===== src/rtl/branch_resolve.sv =====
//------------------------------------------------------------------------------
// Module      : branch_resolve
// Description : In-order prediction queue that checks LUT predictions against
//               execute outcomes, raises mispredict flushes and updates the LUT.
// Revision    : 1.0
//------------------------------------------------------------------------------
`default_nettype none

module branch_resolve #(
    parameter int ADDR_WIDTH  = 16,
    parameter int DEPTH       = 8,
    parameter int CTR_ENTRIES = 16
) (
    input  logic                  clk,
    input  logic                  reset,
    input  logic                  pred_push,
    input  logic [ADDR_WIDTH-1:0] pred_pc,
    input  logic                  pred_taken,
    input  logic [ADDR_WIDTH-1:0] pred_target,
    output logic                  pred_full,
    input  logic                  res_valid,
    input  logic                  res_is_branch,
    input  logic                  res_taken,
    input  logic [ADDR_WIDTH-1:0] res_target,
    output logic                  flush,
    output logic [ADDR_WIDTH-1:0] flush_pc,
    output logic                  lut_write,
    output logic [ADDR_WIDTH-1:0] lut_write_key,
    output logic [ADDR_WIDTH-1:0] lut_write_val,
    output logic                  lut_hit,
    output logic                  qerr
);

    localparam int              PW      = $clog2(DEPTH);
    localparam int              CW      = $clog2(CTR_ENTRIES);
    localparam logic [PW:0]     C_DEPTH = (PW+1)'(DEPTH);

    logic [ADDR_WIDTH-1:0] pc_mem     [DEPTH];
    logic                  taken_mem  [DEPTH];
    logic [ADDR_WIDTH-1:0] target_mem [DEPTH];

    logic [PW-1:0] rd_ptr_q, rd_ptr_d, wr_ptr_q, wr_ptr_d;
    logic [PW:0]   count_q, count_d;
    logic [1:0]    ctr_q [CTR_ENTRIES];
    logic [1:0]    ctr_d [CTR_ENTRIES];

    logic                  flush_q, flush_d, lut_write_q, lut_write_d;
    logic                  lut_hit_q, lut_hit_d, qerr_q, qerr_d;
    logic [ADDR_WIDTH-1:0] flush_pc_q, flush_pc_d, key_q, key_d, val_q, val_d;

    logic                  e_taken, do_pop, is_full, br_taken, mispredict, push_ok;
    logic [ADDR_WIDTH-1:0] e_pc, e_target, correct_pc;
    logic [CW-1:0]         ctr_idx;
    logic [1:0]            ctr_cur, ctr_new;

    always_comb begin
        e_pc     = pc_mem[rd_ptr_q];
        e_taken  = taken_mem[rd_ptr_q];
        e_target = target_mem[rd_ptr_q];
        do_pop   = res_valid && (count_q != '0);
        is_full  = (count_q == C_DEPTH);
        br_taken = res_is_branch && res_taken;

        // A non-branch predicted taken means the LUT entry is stale or aliased.
        if (res_is_branch)
            mispredict = do_pop && ((e_taken != res_taken) ||
                                    (res_taken && (e_target != res_target)));
        else
            mispredict = do_pop && e_taken;
        correct_pc = br_taken ? res_target : e_pc + ADDR_WIDTH'(1);

        ctr_idx = e_pc[CW-1:0];
        ctr_cur = ctr_q[ctr_idx];
        if (res_taken)
            ctr_new = (ctr_cur == 2'b11) ? 2'b11 : ctr_cur + 2'b01;
        else
            ctr_new = (ctr_cur == 2'b00) ? 2'b00 : ctr_cur - 2'b01;
        ctr_d = ctr_q;
        if (do_pop && res_is_branch)
            ctr_d[ctr_idx] = ctr_new;

        // Younger entries belong to the wrong path once a mispredict pops.
        push_ok = pred_push && !mispredict && (!is_full || do_pop);
        if (mispredict) begin
            rd_ptr_d = '0;
            wr_ptr_d = '0;
            count_d  = '0;
        end else begin
            rd_ptr_d = rd_ptr_q + PW'(do_pop);
            wr_ptr_d = wr_ptr_q + PW'(push_ok);
            count_d  = count_q + (PW+1)'(push_ok) - (PW+1)'(do_pop);
        end

        qerr_d      = qerr_q || (res_valid && (count_q == '0)) ||
                      (pred_push && is_full && !do_pop);
        flush_d     = mispredict;
        flush_pc_d  = mispredict ? correct_pc : '0;
        lut_write_d = do_pop && (res_is_branch || e_taken);
        key_d       = lut_write_d ? e_pc : '0;
        val_d       = !lut_write_d ? '0 : (br_taken ? res_target : e_target);
        lut_hit_d   = do_pop && res_is_branch && ctr_new[1];
    end

    always_ff @(posedge clk) begin
        if (push_ok) begin
            pc_mem[wr_ptr_q]     <= pred_pc;
            taken_mem[wr_ptr_q]  <= pred_taken;
            target_mem[wr_ptr_q] <= pred_target;
        end
    end

    always_ff @(posedge clk or negedge reset) begin
        if (!reset) begin
            rd_ptr_q    <= '0;
            wr_ptr_q    <= '0;
            count_q     <= '0;
            for (int i = 0; i < CTR_ENTRIES; i++) ctr_q[i] <= 2'b01;
            flush_q     <= 1'b0;
            flush_pc_q  <= '0;
            lut_write_q <= 1'b0;
            key_q       <= '0;
            val_q       <= '0;
            lut_hit_q   <= 1'b0;
            qerr_q      <= 1'b0;
        end else begin
            rd_ptr_q    <= rd_ptr_d;
            wr_ptr_q    <= wr_ptr_d;
            count_q     <= count_d;
            ctr_q       <= ctr_d;
            flush_q     <= flush_d;
            flush_pc_q  <= flush_pc_d;
            lut_write_q <= lut_write_d;
            key_q       <= key_d;
            val_q       <= val_d;
            lut_hit_q   <= lut_hit_d;
            qerr_q      <= qerr_d;
        end
    end

    assign pred_full     = (count_q == C_DEPTH);
    assign flush         = flush_q;
    assign flush_pc      = flush_pc_q;
    assign lut_write     = lut_write_q;
    assign lut_write_key = key_q;
    assign lut_write_val = val_q;
    assign lut_hit       = lut_hit_q;
    assign qerr          = qerr_q;

endmodule

`default_nettype wire


===== config.mk =====
export PLATFORM = sky130hd
export DESIGN_NAME = branch_resolve
export DESIGN_NICKNAME = d
export VERILOG_FILES = /design/src/rtl/branch_resolve.sv
export SDC_FILE = /design/constraint.sdc
export NUM_CORES = 1
export LEC_CHECK = 0
export BUFFER_PORTS_ARGS = -buffer_cell sky130_fd_sc_hd__buf_2
export CORE_AREA = 2 2 160 162
export DETAILED_ROUTE_END_ITERATION = 16
export DIE_AREA = 0 0 162 164
export PLACE_DENSITY_LB_ADDON = 0.08
export SYNTH_ARGS = -nofsm -noshare
export SYNTH_HDL_FRONTEND = slang
export SYNTH_SLANG_ARGS = --single-unit

===== constraint.sdc =====
create_clock -name clk -period 6.4 [get_ports clk]
set_input_delay 0.96 -clock clk [delete_from_list [all_inputs] [get_ports clk]]
set_output_delay 0.96 -clock clk [all_outputs]
set_load 0.02 [all_outputs]

== Word-level counts from Yosys, hierarchy flattened ==
Memories as Yosys holds them, arrays and structs flattened.
Index checks and enable logic that the tools add are counted.

* $add $sub $neg: 7
* $lt $le $gt $ge: 2
* Equality and inequality tests: 4
* Mux-type cells: 20
* Bitwise operators: 1
* Reductions and logical operators: 25

{| class="wikitable"
|+ Operator list
! operator !! count
|-
| $mux W16 || 5
|-
| $bwmux W32 || 1
|-
| $add A16 B1 Y16 const B || 1
|-
| $ne A16 B16 Y1 || 1
|-
| $logic_and A1 B1 Y1 || 14
|-
| $mux W2 || 6
|-
| $bmux W2 S4 || 1
|-
| $demux W2 S4 || 1
|-
| $add A3 B1 Y3 || 2
|-
| $mux W3 || 2
|-
| $ge A5 B5 Y1 const B || 1
|-
| $logic_or A1 B1 Y1 || 5
|-
| $lt A5 B1 Y1 const B || 1
|-
| $not A4 Y5 || 1
|-
| $add A4 B1 Y4 || 1
|-
| $eq A4 B4 Y1 const B || 1
|-
| $logic_not A4 Y1 || 1
|-
| $mux W4 || 1
|-
| $reduce_bool A4 Y1 || 1
|-
| $sub A4 B1 Y4 || 1
|-
| $logic_not A1 Y1 || 3
|-
| $mux W1 || 3
|-
| $add A2 B1 Y2 const B || 1
|-
| $eq A2 B2 Y1 const B || 1
|-
| other kinds (3) || 3
|}

* Bits in registers: 94
* Memory bits (writable): 264
* Bits of input ports: 55
* Logic and storage cells: 88
* Memories kept: 3

{| class="wikitable"
|+ Memory list
! memory !! words !! bits a word !! rd ports !! clocked after Yosys merged registers in !! wr ports !! line !! RTL
|-
| pc_mem || 8 || 16 || 1 || 0 || 1 || 38 || <nowiki>logic [ADDR_WIDTH-1:0] pc_mem [DEPTH];</nowiki>
|-
| target_mem || 8 || 16 || 1 || 0 || 1 || 40 || <nowiki>logic [ADDR_WIDTH-1:0] target_mem [DEPTH];</nowiki>
|-
| taken_mem || 8 || 1 || 1 || 0 || 1 || 39 || <nowiki>logic taken_mem [DEPTH];</nowiki>
|}

== Longest topological paths before layout ==
Gate-level depths: netlist of the first run.
An unclocked memory read counts as a cell.

* Depth after elaboration: 12
* Depth in mapped cells: 15
* Gate-level depth less buffers: 13

== Least setup slack after synthesis of the first run ==
No wires, ideal clock.

* Path type: register -> register
* From: register rd_ptr_q[0]
* To: memory pc_mem[0][0] (enable)
* Setup time: 464 ps
* Arrival: 4606 ps
* Slack: 1330 ps
* Stages on the path, launching flop included: 10
* Path buffers: 2
* Cell sequence: dfrtp_1 -> buf_6 -> buf_8 -> mux4_2 -> mux2i_1 -> xor2_1 -> nand4_1 -> nor4_2 -> a41oi_1 -> nor3_1

* Cells in the longest elaborated chain, start to end: 11
* Elaborated cells between the ends (all ways): 14
* Those cells by class: eq/ne (2); mux (3); reduce/logical (7); memory (2)

{| class="wikitable"
|+ Ends and longest elaborated chain
! item !! line !! RTL
|-
| start, declared || 42 || <nowiki>logic [PW-1:0] rd_ptr_q, rd_ptr_d, wr_ptr_q, wr_ptr_d;</nowiki>
|-
| start signal, assigned || 126 || <nowiki>rd_ptr_q <= rd_ptr_d;</nowiki>
|-
| $mem_v2 Z8 W16 || -- ||
|-
| $ne A16 B16 Y1 || 67 || <nowiki>(res_taken && (e_target != res_target)));</nowiki>
|-
| $logic_and A1 B1 Y1 || 67 ||
|-
| $logic_or A1 B1 Y1 || 66 || <nowiki>mispredict = do_pop && ((e_taken != res_taken) ||</nowiki>
|-
| $logic_and A1 B1 Y1 || 66 ||
|-
| $mux W1 * || 65 || <nowiki>if (res_is_branch)</nowiki>
|-
| $logic_not A1 Y1 * || 83 || <nowiki>push_ok = pred_push && !mispredict && (!is_full || do_pop);</nowiki>
|-
| $logic_and A1 B1 Y1 * (2 in a row) || 83 ||
|-
| $mux W1 * || 105 || <nowiki>if (push_ok) begin</nowiki>
|-
| $mux W1 (not written as such) * || 106 || <nowiki>pc_mem[wr_ptr_q] <= pred_pc;</nowiki>
|-
| end, declared || 38 ||
|}

Mark *: on every way between the ends. The rest lies on a longest branch, timed or not.

== Worst setup path after layout of the first run ==
* From: register rd_ptr_q[0]
* To: memory pc_mem[2][10] (enable)

The elaborated chain is that of the path after synthesis.

==> metrics.md, run 1 <==
| Metric | Value |
|---|---|
| Status | `complete, no violations` |
| Worst IR Drop VDD | `260 uV` |
| Final nets | `1021` |
| Top FF cell, synth | `edfxtp_1` |
| Endpoints failing hold | `0` |
| Area grow syn2layout | `15.3%` |
| Startpoint types | `register` |
| Pwr/cell area | `484 nW/um^2` |
| Synth cell types | `58` |
| Crit. End Element | `register` |
| Worst EP arrival | `4850 ps` |
| Setup TNS | `0 ps` |
| Design area | `16900 um^2` |
| Worst Path Max Fanout | `34` |
| Root Driver | `clkbuf_16` |
| Mean Syn Cell Area | `17.9 um^2` |
| Clock latency on the worst-skew pair | `520 ps` |
| Detailed-router iteration count before antenna repair | `7` |
| H-tree Lvls | `2` |
| CTS clk-pin slew, worst paths | `60 ps` |
| GRT overflow | `0` |
| Post-DP HPWL | `21.3 mm` |
| Skew final | `15.8 ps` |
| Post-layout minimum cycle time | `4640 ps` |
| Hold-fix buffers, CTS | `0` |
| MaxCap Viol Count | `0` |
| Fmax | `215 MHz` |
| WHS | `339 ps` |
| Final RePlAce weighted congestion | `0.837` |
| Clk sinks | `358` |
| # resized after CTS | `0` |
| Cells after Synth | `820` |
| Register bit count reported by yosys | `358` |
| Synth top area share | `54.1%` |
| Actual slew at the worst max-slew pin | `1130 ps` |
| DRT Wirelength | `32.4 mm` |
| Port Buffers | `107` |
| Die Ht | `164 um` |
| Vias in the first global route | `8210` |
| Vias per inst | `6.05` |
| Die area | `26600 um^2` |
| WP data required | `6600 ps` |
| Synth top area cells | `edfxtp_1 (54%), dfrtp_1 (13%), mux4_2 (10%)` |
| Synthesized Nets | `889` |
| Area leader, netlist | `edfxtp_1` |
| First-pass GRT wire length | `49.4 mm` |
| WS Path Type | `reg2reg` |
| Placed inst area | `15600 um^2` |
| Post-DRT Antenna Nets | `0` |
| Non-filler cells, final | `1313` |
| Area of the core | `24800 um^2` |
| Tcrit/Tclk final | `72.5%` |
| Mapped cell area | `14600 um^2` |
| Hold Path Class | `in2async` |
| Final count of pins violating max slew | `0` |
| DR WL/cell | `24.6 um` |
| Overall Power | `8.18 mW` |
| I/O pin total | `108` |
| Post-CTS setup buffers | `0` |
| Worst setup margin | `1760 ps` |
| Final setup fails | `0` |
| Global Route Usage Sum | `25.2%` |
| Placed cells | `1242` |
| Post-synth EDFFs | `264` |
| Routed via count | `7938` |
| Asr flop ratio synth | `26.3%` |
| Starting DRC count in detailed routing | `798` |
| Slew headroom | `23.5%` |
| Initial core utilization | `59.0%` |
| Lkg Pwr | `6.40 nW` |
| DRC Markers | `0` |
| Total CTS buffers | `38` |
| Antenna violations before repair | `1` |
| Maximum clock insertion buffer count | `3` |
| RSZ-0062 raised after global routing | `false` |
| Seq/Total Area, Yosys | `70.3%` |
| Pre-CTS setup slack | `1700 ps` |
| Yosys warning count | `0` |
| CTS tree | `built` |
| End-of-flow core utilization | `68.0%` |
| Largest net degree at the start of global routing | `69` |
| Share of layout cells above drive strength 1 | `34.7%` |
| Die Span X | `162 um` |
| Num rows | `58` |
state kept, by name, indices dropped and copies added, names as in the netlist:
signal,count
ctr_q,32
target_mem,128
taken_mem,8
rd_ptr_q,3
lut_write_val,16
lut_write,1
lut_write_key,16
flush_pc,16
lut_hit,1
qerr,1
pc_mem,128
wr_ptr_q,3
flush,1
count_q,4
cells by family (layout without fill, tap and decap cells):
logic type      after synthesis  count (layout)  synth area share [%]
simple gates                161             161                  5.44
compound gates               64              64                  3.17
flops                       358             358                  70.3
buf+inv                      46             208                  1.78
other cells                   0               1                     0
fa+ha+maj                    18              18                  1.55
mux                         145             145                  16.1
xor+xnor                     28              28                  1.67
report_power, final:
part / total [mW] / leakage, nW / internal (mW) / switching (mW)
sequential: 3.19 / 3.58 / 2.94 / 0.249
combinational: 2.77 / 2.20 / 1.14 / 1.63
clock: 2.21 / 0.621 / 1.35 / 0.859
total: 8.18 / 6.40 / 5.43 / 2.74
cell usage after synthesis, drive strengths merged, types with 9 or more instances:
cell and count:
buf 19, mux2i 45, and2 13, mux2 34, or2 11, clkbuf 14, nand2 34, mux4 66
dfstp 16, xnor2 9, a21oi 22, nand3 13, inv 13, dfrtp 78, nor2 53, xor2 19
a211oi 11, edfxtp 264, ha 13
area by class of cell:
cell class / instances / area [um^2]
flip-flops and latches: 358 / 10300
fillers: 1668 / 7940
diodes: 1 / 2.50
clock buffers: 56 / 1130
repair buffers: 125 / 686
well taps: 330 / 413
inverters: 13 / 48.8
clock inverters: 14 / 145
multi-input cells: 416 / 4150
critical path, cell delays in order (launching register included):
cell	delay (ps)
dfrtp_4	860
buf_4	390
mux4_2	530
mux2i_1	320
xnor2_1	150
nor4_2	380
a41oi_1	480
nor2_4	780
buf_4	380
final timing paths:
check                                  from            end  slack [ps]  depth (start not counted)
worst max-delay path            rd_ptr_q[0]  pc_mem[2][10]        1760                          8
worst min-delay path                  reset       ctr_q[3]         340                          1
worst max register to register  rd_ptr_q[0]  pc_mem[2][10]        1760                          8
worst min register to register         qerr           qerr         480                          1
max in group asynchronous             reset    rd_ptr_q[0]        4760                          2
min in group clk                       qerr           qerr         480                          1
cells in the final DEF, fill, tap and decap left out, types with 16 or more instances in the layout:
master / instances
edfxtp_1: 264
buf_2: 106
dfrtp_1: 76
mux4_2: 65
nor2_1: 46
clkbuf_16: 42
mux2i_1: 41
nand2_1: 34
mux2_2: 34
a21oi_1: 22
xor2_1: 19
buf_4: 18
dfstp_2: 16
metal layers:
metal  share of wire [%]  wire, um  track usage (%)  vias up
li1                    -         -                -     3448
met1                  42     13500             36.1     4125
met4                 2.0       642             6.44        0
met2                  50     16100             41.2      313
met3                 6.5      2120             4.24       52
met5                   0         0                0        -
No activity file was read; power rests on OpenSTA's default activity.
==> run 2, diff against run 1 <==
- ABC_AREA: unset -> 1
- CORE_AREA: 2 2 160 162 -> 2 2 166 168
- DIE_AREA: 0 0 162 164 -> 0 0 168 170
- clock period: 6.4 -> 4.7 ns (I/O delays scaled with it)
==> metrics.md, run 2 <==
| Metric | Value |
|---|---|
| Post-DP HPWL | `25.2 mm (was 21.3 mm)` |
| Vias per inst | `5.60 (was 6.05)` |
| Synth top area share | `49.8% (was 54.1%)` |
| Fillers | `2051 (was 1668)` |
| Endpoints failing hold | `0 (unchanged)` |
| Die area | `28600 um^2 (was 26600 um^2)` |
| Tcrit/Tclk final | `86.6% (was 72.5%)` |
| DRT Wirelength | `39.7 mm (was 32.4 mm)` |
| Most common cell in the netlist | `nand2_1 (was edfxtp_1)` |
| CTS clk-pin slew, worst paths | `70 ps (was 60 ps)` |
| WS Path Type | `reg2reg (unchanged)` |
| Area grow syn2layout | `12.6% (was 15.3%)` |
| RSZ-0062 raised after global routing | `false (unchanged)` |
| MaxCap Viol Count | `0 (unchanged)` |
| Hold Path Class | `in2async (unchanged)` |
| I/O pin total | `108 (unchanged)` |
| Slew headroom | `38.3% (was 23.5%)` |
| First-pass GRT wire length | `60.6 mm (was 49.4 mm)` |
| Clk sinks | `358 (unchanged)` |
| Skew final | `18.3 ps (was 15.8 ps)` |
| Final count of pins violating max slew | `0 (unchanged)` |
| Post-layout minimum cycle time | `4070 ps (was 4640 ps)` |
| Area of the core | `26700 um^2 (was 24800 um^2)` |
| Largest net degree at the start of global routing | `88 (was 69)` |
| GRT overflow | `0 (unchanged)` |
| DRC Markers | `0 (unchanged)` |
| Global Route Usage Sum | `28.0% (was 25.2%)` |
| Register bit count reported by yosys | `358 (unchanged)` |
| DR WL/cell | `19.5 um (was 24.6 um)` |
| Seq/Total Area, Yosys | `64.7% (was 70.3%)` |
| Maximum clock insertion buffer count | `3 (unchanged)` |
| Root Driver | `clkbuf_16 (unchanged)` |
| Post-CTS setup buffers | `0 (unchanged)` |
| # resized after CTS | `0 (unchanged)` |
| Yosys warning count | `0 (unchanged)` |
| H-tree Lvls | `2 (unchanged)` |
| Pre-CTS setup slack | `729 ps (was 1700 ps)` |
| Mapped cell area | `15900 um^2 (was 14600 um^2)` |
| Worst IR Drop VDD | `400 uV (was 260 uV)` |
| Mean Syn Cell Area | `10.2 um^2 (was 17.9 um^2)` |
| Worst Path Max Fanout | `87 (was 34)` |
| Clock latency on the worst-skew pair | `530 ps (was 520 ps)` |
| Status | `complete, no violations (unchanged)` |
| Vias in the first global route | `10900 (was 8210)` |
| Fmax | `246 MHz (was 215 MHz)` |
| Synthesized Nets | `1628 (was 889)` |
| Asr flop ratio synth | `26.3% (unchanged)` |
| Synth cell types | `39 (was 58)` |
| Top FF cell, synth | `edfxtp_1 (unchanged)` |
| Most frequent cells in the layout | `nand2_1 (332), nor2_1 (297), edfxtp_1 (264) (was edfxtp_1 (264), buf_2 (106), dfrtp_1 (76))` |
| Num rows | `60 (was 58)` |
| Share of layout cells above drive strength 1 | `15.1% (was 34.7%)` |
| Final nets | `1736 (was 1021)` |
| Final setup fails | `0 (unchanged)` |
| Crit. End Element | `register (unchanged)` |
| Starting DRC count in detailed routing | `1311 (was 798)` |
| Actual slew at the worst max-slew pin | `926 ps (was 1130 ps)` |
| Post-DRT Antenna Nets | `0 (unchanged)` |
| Final RePlAce weighted congestion | `0.908 (was 0.837)` |
| Largest registers | `pc_mem: 128 flops, target_mem: 128 flops, ctr_q: 32 flops (unchanged)` |
| Worst setup margin | `629 ps (was 1760 ps)` |
| Worst EP arrival | `4310 ps (was 4850 ps)` |
| Die Span X | `168 um (was 162 um)` |
| Startpoint types | `register (unchanged)` |
| Most common cell after layout, fill and taps aside | `nand2_1 (was edfxtp_1)` |
| CTS tree | `built (unchanged)` |
| Post-synth EDFFs | `264 (unchanged)` |
| Total CTS buffers | `37 (was 38)` |
| Detailed-router iteration count before antenna repair | `7 (unchanged)` |
| WP data required | `4940 ps (was 6600 ps)` |
| Area leader, netlist | `edfxtp_1 (unchanged)` |
| Hold-fix buffers, CTS | `0 (unchanged)` |
| Setup TNS | `0 ps (unchanged)` |
| Die Ht | `170 um (was 164 um)` |
| Lkg Pwr | `7.50 nW (was 6.40 nW)` |
| Synth top area cells | `edfxtp_1 (50%), dfrtp_1 (12%), nand2_1 (7.8%) (was edfxtp_1 (54%), dfrtp_1 (13%), mux4_2 (10%))` |
| Routed via count | `11400 (was 7938)` |
| Synth top cells by count | `nand2_1 (332), nor2_1 (305), edfxtp_1 (264) (was edfxtp_1 (264), dfrtp_1 (78), mux4_2 (65))` |
| Port Buffers | `107 (unchanged)` |
| Cells after Synth | `1559 (was 820)` |
| Antenna violations before repair | `4 (was 1)` |
| Pwr/cell area | `696 nW/um^2 (was 484 nW/um^2)` |
| Initial core utilization | `59.7% (was 59.0%)` |
-- run 2: logic make-up after synthesis --
| kind of cell | share of synthesized area, % |
|---|---|
| buffers and inverters | 6.14 |
| adder cells (fa/ha/maj) | 1.15 |
| XOR/XNOR | 0.275 |
| flip-flops | 64.7 |
| AND/OR/NAND/NOR | 20.6 |
| AO/OA/AOI/OAI | 7.15 |
-- run 2: final cells by class --
cell class | count | area, um^2 | share of cell area (%)
flip-flops and latches | 358 | 10300 | 57.5
diodes | 1 | 2.50 | 0.0140
multi-input cells | 1006 | 4700 | 26.2
well taps | 341 | 427 | 2.38
clock buffers | 54 | 1060 | 5.91
clock inverters | 13 | 151 | 0.845
inverters | 129 | 488 | 2.72
repair buffers | 135 | 786 | 4.39
-- run 2: where the power goes --
part | internal (mW) | switching [mW] | total [mW]
Combinational | 1.49 | 3.79 | 5.28
Clock | 1.74 | 1.19 | 2.93
Sequential | 4.02 | 0.234 | 4.25
Total | 7.25 | 5.22 | 12.5
-- run 2: metal layers --
layer  vias up  track usage (%)  part of all wire, %
met5         -                0                0.028
met4         2             9.72                  2.9
met3        89             5.37                  8.9
met2       513             44.8                   46
met1      5421             38.9                   42
li1       5391                -                    -
-- run 2: metrics by stage --
step / utilization (%) / cells / hold slack (ps) / power, mW / instance area, um^2
finish: 67.2 / 2037 / 219 / 12.5 / 17900
global route: 67.2 / 2037 / 275 / 13.2 / 17900
CTS: 67.2 / 2036 / 237 / 12.5 / 17900
detailed placement: 62.7 / 1969 / 454 / 9.53 / 16700
global placement: 62.7 / 1969 / 453 / 9.47 / 16700
floorplan: - / 1559 / 409 / 8.24 / 15900
-- run 2: final timing paths --
check,start,endpoint,slack (ps),cells after the start
max,rd_ptr_q[0],target_mem[6][4],630,16
min,reset,ctr_q[29],220,1
max reg2reg,rd_ptr_q[0],target_mem[6][4],630,16
min reg2reg,ctr_q[0],ctr_q[0],470,2
max in group asynchronous,reset,flush_pc[8],3430,2
min in group clk,pred_pc[8],pc_mem[2][8],440,1
-- run 2: worst max-delay path, stage by stage, from the launching register on --
cell and delay, ps:
dfrtp_4 410, buf_4 710, nor2_1 130, nor2_1 140, o21ai_0 110, nand3_1 160, nand2_1 80, nand2_1 70
nand2_1 70, nor2_1 140, nand2_1 60, nor2_1 100, nand3_1 160, nand2_4 290, nand3_4 290, nor2_4 520
buf_4 260
==> run 3, diff against run 2 <==
- CORE_AREA: 2 2 166 168 -> 2 2 174 176
- CTS_BUF_LIST: unset -> sky130_fd_sc_hd__clkbuf_4 sky130_fd_sc_hd__clkbuf_8 sky130_fd_sc_hd__clkbuf_16
- DIE_AREA: 0 0 168 170 -> 0 0 176 178
- clock period: 4.7 -> 3.5 ns (I/O delays scaled with it)
==> metrics.md, run 3 (synthesized netlist as in run 2, its figures left out) <==
| Metric | Value |
|---|---|
| Worst-path cell chain | `inv_4 > buf_12 > nand2_1 > nand2_1 > nand2_1 > nand3_1 > nand2_1 > nand2_1 > nand2_1 > nor2_1 > nand2_1 > nor2_1 > nand3_2 > nand2_4 > nand2_1 > nand2_1 > nand2_1 > ha_1 > inv_1 > fa_1 > nor2_4 (was buf_4 > nor2_1 > nor2_1 > o21ai_0 > nand3_1 > nand2_1 > nand2_1 > nand2_1 > nor2_1 > nand2_1 > nor2_1 > nand3_1 > nand2_4 > nand3_4 > nor2_4 > buf_4)` |
| Wire length on met1 | `17.7 mm (was 16.6 mm)` |
| Root Driver | `clkbuf_16 (unchanged)` |
| Sequential cell area | `10300 um^2 (unchanged)` |
| Antenna violations before repair | `4 (unchanged)` |
| GRT overflow | `0 (unchanged)` |
| Clk sinks | `358 (unchanged)` |
| Final setup fails | `0 (unchanged)` |
| Fmax | `310 MHz (was 246 MHz)` |
| Slew headroom | `49.1% (was 38.3%)` |
| Hold-fix buffers, CTS | `0 (unchanged)` |
| WP data required | `3950 ps (was 4940 ps)` |
| Global Route Usage Sum | `26.1% (was 28.0%)` |
| Share of layout cells above drive strength 1 | `16.2% (was 15.1%)` |
| Routed via count | `11400 (about the same)` |
| Worst IR Drop VDD | `457 uV (was 400 uV)` |
| Area grow syn2layout | `14.4% (was 12.6%)` |
| H-tree Lvls | `2 (unchanged)` |
| Skew final | `16.4 ps (was 18.3 ps)` |
| Non-filler cells, final | `2098 (was 2037)` |
| Vias in the first global route | `10900 (about the same)` |
| End-of-flow core utilization | `61.9% (was 67.2%)` |
| Port Buffers | `107 (unchanged)` |
| Largest net degree at the start of global routing | `92 (was 88)` |
| First-pass GRT wire length | `61.9 mm (was 60.6 mm)` |
| Status | `complete, no violations (unchanged)` |
| Die Ht | `178 um (was 170 um)` |
| Post-DRT Antenna Nets | `0 (unchanged)` |
| Total CTS buffers | `38 (was 37)` |
| Largest stage delay, worst path | `530 ps (was 710 ps)` |
| Met2 WL post-DR | `19.0 mm (was 18.3 mm)` |
| CTS tree | `built (unchanged)` |
| Worst EP arrival | `3680 ps (was 4310 ps)` |
| Hold Path Class | `in2async (unchanged)` |
| Pwr/cell area | `931 nW/um^2 (was 696 nW/um^2)` |
| Most common cell after layout, fill and taps aside | `nand2_1 (unchanged)` |
| Crit. End Element | `register (unchanged)` |
| CTS clk-pin slew, worst paths | `60 ps (was 70 ps)` |
| Clock latency on the worst-skew pair | `540 ps (was 530 ps)` |
| WS Path Type | `reg2reg (unchanged)` |
| Worst setup margin | `271 ps (was 629 ps)` |
| DR WL/cell | `19.2 um (was 19.5 um)` |
| Area of the multi-input gates | `4710 um^2 (was 4700 um^2)` |
| I/O pin total | `108 (unchanged)` |
| RSZ-0062 raised after global routing | `false (unchanged)` |
| Die Span X | `176 um (was 168 um)` |
| Stages on the worst setup path | `21 (was 16)` |
| Maximum clock insertion buffer count | `3 (unchanged)` |
| Endpoints failing hold | `0 (unchanged)` |
| Most frequent cells in the layout | `nand2_1 (332), nor2_1 (297), edfxtp_1 (264) (unchanged)` |
| Final count of pins violating max slew | `0 (unchanged)` |
| Post-DP HPWL | `25.5 mm (was 25.2 mm)` |
| Largest registers | `pc_mem: 128 flops, target_mem: 128 flops, ctr_q: 32 flops (unchanged)` |
| CP Buf/Inv Count | `3 (was 2)` |
| Placed cells | `2025 (was 1969)` |
| Actual slew at the worst max-slew pin | `764 ps (was 926 ps)` |
| Initial core utilization | `54.1% (was 59.7%)` |
| DRC Markers | `0 (unchanged)` |
| MaxCap Viol Count | `0 (unchanged)` |
| Num rows | `63 (was 60)` |
| Vias per inst | `5.43 (was 5.60)` |
| Fillers | `2468 (was 2051)` |
| Pre-CTS setup slack | `241 ps (was 729 ps)` |
| R2R cell count | `21 (was 16)` |
| Met3 Wirelength | `2.58 mm (was 3.52 mm)` |
| Cell mode on critical path | `nand2_1` |
| Starting DRC count in detailed routing | `1088 (was 1311)` |
| Area of the core | `29400 um^2 (was 26700 um^2)` |
| DR top layer | `met5 (unchanged)` |
| Worst Path Max Fanout | `22 (was 87)` |
| Final nets | `1745 (was 1736)` |
| Detailed-router iteration count before antenna repair | `5 (was 7)` |
| Startpoint types | `register (unchanged)` |
| Final RePlAce weighted congestion | `0.897 (was 0.908)` |
| Die area | `31300 um^2 (was 28600 um^2)` |
| Tcrit/Tclk final | `92.3% (was 86.6%)` |
| CP max stage cell | `dfrtp_4 (was buf_4)` |
| Post-layout minimum cycle time | `3230 ps (was 4070 ps)` |
| DRT Wirelength | `40.4 mm (was 39.7 mm)` |
| Crit path max-delay family | `simple AND/OR/NAND/NOR gates (unchanged)` |
| Lkg Pwr | `7.60 nW (was 7.50 nW)` |
run 3: changes by cell type in the layout (fill, tap and decap cells not counted), sizes merged:
cell,delta
buf,+7
clkbuf,+3
bufinv,-2
clkinv,+2
clkinvlp,+2
diode,+1
inv,-1
run 3: final timing paths:
kind	from	endpoint	slack [ps]
max	rd_ptr_q[0]	count_q[1]	270
min	reset	ctr_q[13]	60
max reg2reg	rd_ptr_q[0]	count_q[1]	270
min reg2reg	ctr_q[6]	ctr_q[6]	470
max in group asynchronous	reset	ctr_q[22]	2570
min in group clk	pred_pc[12]	pc_mem[4][12]	250
run 3: per-stage QoR:
step / instance area [um^2] / power [mW] / TNS (ps) / hold WS (ps)
floorplan: 15900 / 11.1 / -31810 / 229
global placement: 16900 / 12.9 / 0 / 455
detailed placement: 16900 / 13.0 / 0 / 456
CTS: 18100 / 16.9 / 0 / 96.3
global route: 18200 / 18.1 / 0 / 116
finish: 18200 / 16.9 / 0 / 55.8
run 3: final cells by class:
class	count	area share, %
Multi-Input combinational cell	1006	25.9
Tap cell	390	2.68
Clock inverter	14	0.660
Timing Repair Buffer	143	5.29
Antenna cell	2	0.0275
Sequential cell	358	56.6
Inverter	129	2.70
Clock buffer	56	6.16
run 3: worst register-to-register path: stages, from the launching register on:
cell and delay (ps):
dfrtp_4 530, inv_4 190, buf_12 190, nand2_1 60, nand2_1 60, nand2_1 50, nand3_1 130, nand2_1 90
nand2_1 60, nand2_1 40, nor2_1 100, nand2_1 60, nor2_1 240, nand3_2 200, nand2_4 120, nand2_1 50
nand2_1 100, nand2_1 70, ha_1 190, inv_1 70, fa_1 440, nor2_4 110
run 3: where the power goes:
part / total (mW) / internal [mW] / switching [mW]
Combinational: 7.32 / 2.14 / 5.18
Sequential: 5.71 / 5.40 / 0.312
Clock: 3.92 / 2.32 / 1.60
Total: 16.9 / 9.85 / 7.10
run 3: timing repair:
item | in CTS | in global routing
buffers inserted | 0 | 0
gates resized for setup | 0 | 6
setup endpoints to repair | 0 | 2
run 3: metal layers:
layer  vias up  global-route usage [%]
met5         -                       0
met3        76                    3.58
met2       400                    42.4
met4         4                    8.37
met1      5494                    36.9
li1       5419                       -
